## src/rtl/sudoku_wb_host.sv

```systemverilog
// Wishbone classic initiator: converts one valid/ready command into one bus cycle
// and returns read data or a timeout indication on a valid/ready response stream.
module sudoku_wb_host #(
    parameter int TIMEOUT_CYCLES = 255
) (
    input  logic        wb_clk_i,
    input  logic        wb_rst_i,
    input  logic        cmd_valid,
    output logic        cmd_ready,
    input  logic        cmd_we,
    input  logic [31:0] cmd_adr,
    input  logic [31:0] cmd_dat,
    input  logic [3:0]  cmd_sel,
    output logic        rsp_valid,
    input  logic        rsp_ready,
    output logic [31:0] rsp_dat,
    output logic        rsp_err,
    output logic        busy,
    output logic        wbm_cyc_o,
    output logic        wbm_stb_o,
    output logic        wbm_we_o,
    output logic [31:0] wbm_adr_o,
    output logic [31:0] wbm_dat_o,
    output logic [3:0]  wbm_sel_o,
    input  logic        wbm_ack_i,
    input  logic [31:0] wbm_dat_i
);

    typedef enum logic [1:0] {
        ST_IDLE = 2'd0,
        ST_BUS  = 2'd1,
        ST_RESP = 2'd2
    } state_t;

    localparam logic [15:0] TO_LIMIT = 16'(TIMEOUT_CYCLES);

    state_t      r_state;
    state_t      w_state_next;
    logic        w_accept;
    logic        w_timeout;
    logic [15:0] w_cnt_inc;
    logic [15:0] r_to_cnt;
    logic        r_we;
    logic [31:0] r_adr;
    logic [31:0] r_dat;
    logic [3:0]  r_sel;
    logic [31:0] r_rsp_dat;
    logic        r_rsp_err;

    // Counter holds the number of completed ack-less BUS cycles, so the
    // incremented value equals the number of cycles stb has been high so far.
    assign w_cnt_inc = r_to_cnt + 16'd1;
    assign w_timeout = (w_cnt_inc == TO_LIMIT);

    always_ff @(posedge wb_clk_i) begin
        if (wb_rst_i) begin
            r_state <= ST_IDLE;
        end else begin
            r_state <= w_state_next;
        end
    end

    always_comb begin
        w_state_next = r_state;
        w_accept     = 1'b0;
        case (r_state)
            ST_IDLE: begin
                if (cmd_valid) begin
                    w_accept     = 1'b1;
                    w_state_next = ST_BUS;
                end
            end
            ST_BUS: begin
                if (wbm_ack_i || w_timeout) begin
                    w_state_next = ST_RESP;
                end
            end
            ST_RESP: begin
                if (rsp_ready) begin
                    w_state_next = ST_IDLE;
                end
            end
            default: w_state_next = ST_IDLE;
        endcase
    end

    always_ff @(posedge wb_clk_i) begin
        if (wb_rst_i) begin
            r_to_cnt  <= 16'd0;
            r_we      <= 1'b0;
            r_adr     <= 32'd0;
            r_dat     <= 32'd0;
            r_sel     <= 4'd0;
            r_rsp_dat <= 32'd0;
            r_rsp_err <= 1'b0;
        end else begin
            if (w_accept) begin
                r_to_cnt <= 16'd0;
                r_we     <= cmd_we;
                r_adr    <= cmd_adr;
                r_dat    <= cmd_dat;
                r_sel    <= cmd_sel;
            end
            // Ack takes priority over a timeout expiring in the same cycle.
            if (r_state == ST_BUS) begin
                if (wbm_ack_i) begin
                    r_rsp_dat <= r_we ? 32'd0 : wbm_dat_i;
                    r_rsp_err <= 1'b0;
                end else begin
                    r_to_cnt <= w_cnt_inc;
                    if (w_timeout) begin
                        r_rsp_dat <= 32'hFFFF_FFFF;
                        r_rsp_err <= 1'b1;
                    end
                end
            end
        end
    end

    assign cmd_ready = (r_state == ST_IDLE);
    assign rsp_valid = (r_state == ST_RESP);
    assign busy      = (r_state != ST_IDLE);
    assign wbm_cyc_o = (r_state == ST_BUS);
    assign wbm_stb_o = (r_state == ST_BUS);
    assign wbm_we_o  = r_we;
    assign wbm_adr_o = r_adr;
    assign wbm_dat_o = r_dat;
    assign wbm_sel_o = r_sel;
    assign rsp_dat   = r_rsp_dat;
    assign rsp_err   = r_rsp_err;

endmodule

```

## config.mk

```make
export PLATFORM = sky130hd
export DESIGN_NAME = sudoku_wb_host
export DESIGN_NICKNAME = d
export VERILOG_FILES = /design/src/rtl/sudoku_wb_host.sv
export SDC_FILE = /design/constraint.sdc
export NUM_CORES = 1
export LEC_CHECK = 0
export ABC_AREA = 1
export CORE_MARGIN = 5
export CORE_UTILIZATION = 48
export CTS_BUF_LIST = sky130_fd_sc_hd__clkbuf_4 sky130_fd_sc_hd__clkbuf_8
export DETAILED_ROUTE_END_ITERATION = 8
export PLACE_DENSITY = 0.85
export SETUP_SLACK_MARGIN = 0.1
export SYNTH_ARGS = -nofsm -noshare
export SYNTH_HDL_FRONTEND = slang
export SYNTH_SLANG_ARGS = --single-unit
export TNS_END_PERCENT = 100
```

## constraint.sdc

```tcl
create_clock -name wb_clk_i -period 3.25 [get_ports wb_clk_i]
set_input_delay 0.325 -clock wb_clk_i [delete_from_list [all_inputs] [get_ports wb_clk_i]]
set_output_delay 0.325 -clock wb_clk_i [all_outputs]
set_load 0.02 [all_outputs]
```

==> metrics <==
status complete, no violations; R2R depth 13; Synth Area in XOR/XNOR 0%; clock tree buffer depth 2; Util after Layout 72.4%; Achievable Freq approximately 420 MHz; post-synth top area cell dfxtp_1; Synth Flop Type dfxtp_1; Core Rows 38; CORE AREA ~0.011 mm^2; final WL between 15000 and 20000 um; Wirelength per Cell approximately 14 um; Ant. Diodes 0; Synth area leaders dfxtp_1, nor2_1, o21ai_0; multi-input logic area roughly 0.0023 mm^2; Synth Area in Adders 0.477%; mux contribution to synthesized area 0%; Max-cap violations 0; CP arrival 2.76 ns; post-synthesis cell count 744; Starting Density 48.6%; Max VDD drop ~0.00034 V; critical path type reg2reg; share of cells above drive strength 1 between 8 and 9%; # Post-CTS Setup Buffers 0; I/O pin cnt roughly 210; reg2reg setup slack 0.86 ns; RSZ-0062 raised after global routing false; worst hold margin about 0.48 ns; most common cell in the netlist nor2_1; hold-fix buffers at CTS 0; Netlist Area Pre-Place about 0.0053 mm^2; storage element area 0.00240 mm^2; Pwr per Cell Area roughly 480 mW/mm^2; CTS resizes 0; Leakage between 3 and 4 nW; area share of the largest cell type after synthesis a little under half; Final ANT Viol Nets 0; Yosys cell types 26; Synth warnings 0; Setup-failing EPs final 0; total global-route track usage 23.0%; Pins Over Slew Limit 0; largest family of logic cells by synthesized area simple AND/OR/NAND/NOR gates; clock root buffer clkbuf_8; vias in the first global route 4787; pin count of the biggest net entering global routing 77; die span in x approximately 110 um; slew margin rel. between 20 and 30%; Yosys reg bits 120; drt drc 0; Via-to-Cell Ratio 4.88; Post-Place Cells approximately 1100; TritonCTS Sinks 120; share of synthesized registers carrying an async set or reset 0%; Clock Skews around 0.012 ns; NumNets Final ~1000; Layout Cells excl Fill about 1100; DR iter-0 viols between 500 and 600; crit-path max FO 34; die area between 0.01 and 0.015 mm^2; required time of the critical path roughly 3.6 ns; syn avg cell area between 7 and 8 um^2; Post-synth top cells nor2_1, dfxtp_1, inv_1; port bufs about 210; final total negative setup slack 0 ns; CTS tree done; TritonCTS buffer count 17; number of synthesized flops with an enable pin 0; area growth from synthesis to layout 48.7%; # fillers roughly 850; Setup crit end kind flop; Worst Max-Slew Pin Slew between 1 and 1.5 ns; drt pass-1 iters 5; fin area 0.00781 mm^2; DP HPWL between 10000 and 15000 um; DR vias about 5300; first-pass GRT wire length 24000 um; GPL Wtd Cong approximately 0.9; CTS clk-pin slew, worst paths ~0.07 ns; Hold WC Path Type reg2reg; crit path launch type flop; Simple-Gate Fraction of Synth Area slightly below 30%; Seq/Total Area, Yosys a little under half; crit path time final between 2 and 2.5 ns; CTS HTree Levels 4; initial antenna violation count 0; syn_nets around 850; grt ovf 0; crit share post-route roughly three quarters; area post-placement between 0.007 and 0.008 mm^2; clock latency on the worst-skew pair between 0.4 and 0.5 ns; Synth Area in Compound Gates between 10% and 20%; Hold Fails Final Rpt 0; Worst Hold Path Cells 2; die height roughly 110 um
==> cells by family (layout without fill, tap and decap cells) <==
logic type | Yosys count | after routing
compound gates | 136 | 136
fa+ha+maj | 2 | 2
buf+inv | 145 | 350
flops | 120 | 120
simple gates | 341 | 341
==> per-layer routing <==
| metal | track usage [%] | wire [um] | vias to the layer above |
|---|---|---|---|
| li1 | - | - | 2703 |
| met1 | 26.8 | 6240 | 2443 |
| met2 | 39.9 | 8010 | 137 |
| met3 | 6.18 | 812 | 35 |
| met4 | 9.26 | 493 | 0 |
| met5 | 0 | 0 | - |
==> flip-flops by register name, indices dropped and copies added, names as in the netlist <==
name,flops
r_state,2
wbm_dat_o,32
r_to_cnt,16
wbm_adr_o,32
wbm_sel_o,4
rsp_dat,32
rsp_err,1
wbm_we_o,1
==> layout make-up <==
class                      count  area share (%)
clock buffer                  21            3.62
clock inverter                11            1.25
inverter                      99            4.76
multi-input combinational    479            29.2
sequential                   120            30.8
tap                          140            2.24
timing repair buffer         219            28.2
==> worst max-delay path: stages (launching register included) <==
cell	delay, ns
dfxtp_1	0.41
ha_1	0.25
nand2_2	0.11
nor2_4	0.14
nand2_1	0.07
nand2_1	0.07
nand3_1	0.08
nor2_1	0.11
nand2_1	0.08
nor2_2	0.17
nand3_4	0.47
nand3_1	0.22
nand2_1	0.06
inv_1	0.07
==> through the flow <==
stage | total power [W] | setup WS (ns)
final | 0.00374 | 0.861
after global routing | 0.00391 | 0.570
after CTS | 0.00376 | 0.888
after detailed placement | 0.00250 | 0.911
after global placement | 0.00248 | 0.972
after floorplan | 0.00209 | 1.46
==> cell usage in the layout, fill, tap and decap left out, drive strengths merged <==
master / count
clkdlybuf4s50: 212
nor2: 194
dfxtp: 120
inv: 99
nand2: 92
o21ai: 81
nand3: 51
a21oi: 49
clkbuf: 21
buf: 7
clkinv: 6
a211oi: 4
clkinvlp: 4
nand4: 3
ha: 2
nor3: 1
o21bai: 1
o211ai: 1
bufinv: 1
==> worst paths after layout <==
path	start	end
worst max-delay path	r_to_cnt[1]	r_state[1]
worst min-delay path	wbm_adr_o[30]	wbm_adr_o[30]
worst max register to register	r_to_cnt[1]	r_state[1]
worst min register to register	wbm_adr_o[30]	wbm_adr_o[30]
==> report_power, final <==
| part | internal [W] | switching [W] |
|---|---|---|
| Sequential | 0.00158 | 0.0000579 |
| Combinational | 0.000399 | 0.000433 |
| Clock | 0.000670 | 0.000599 |
No activity file was read; power rests on OpenSTA's default activity.
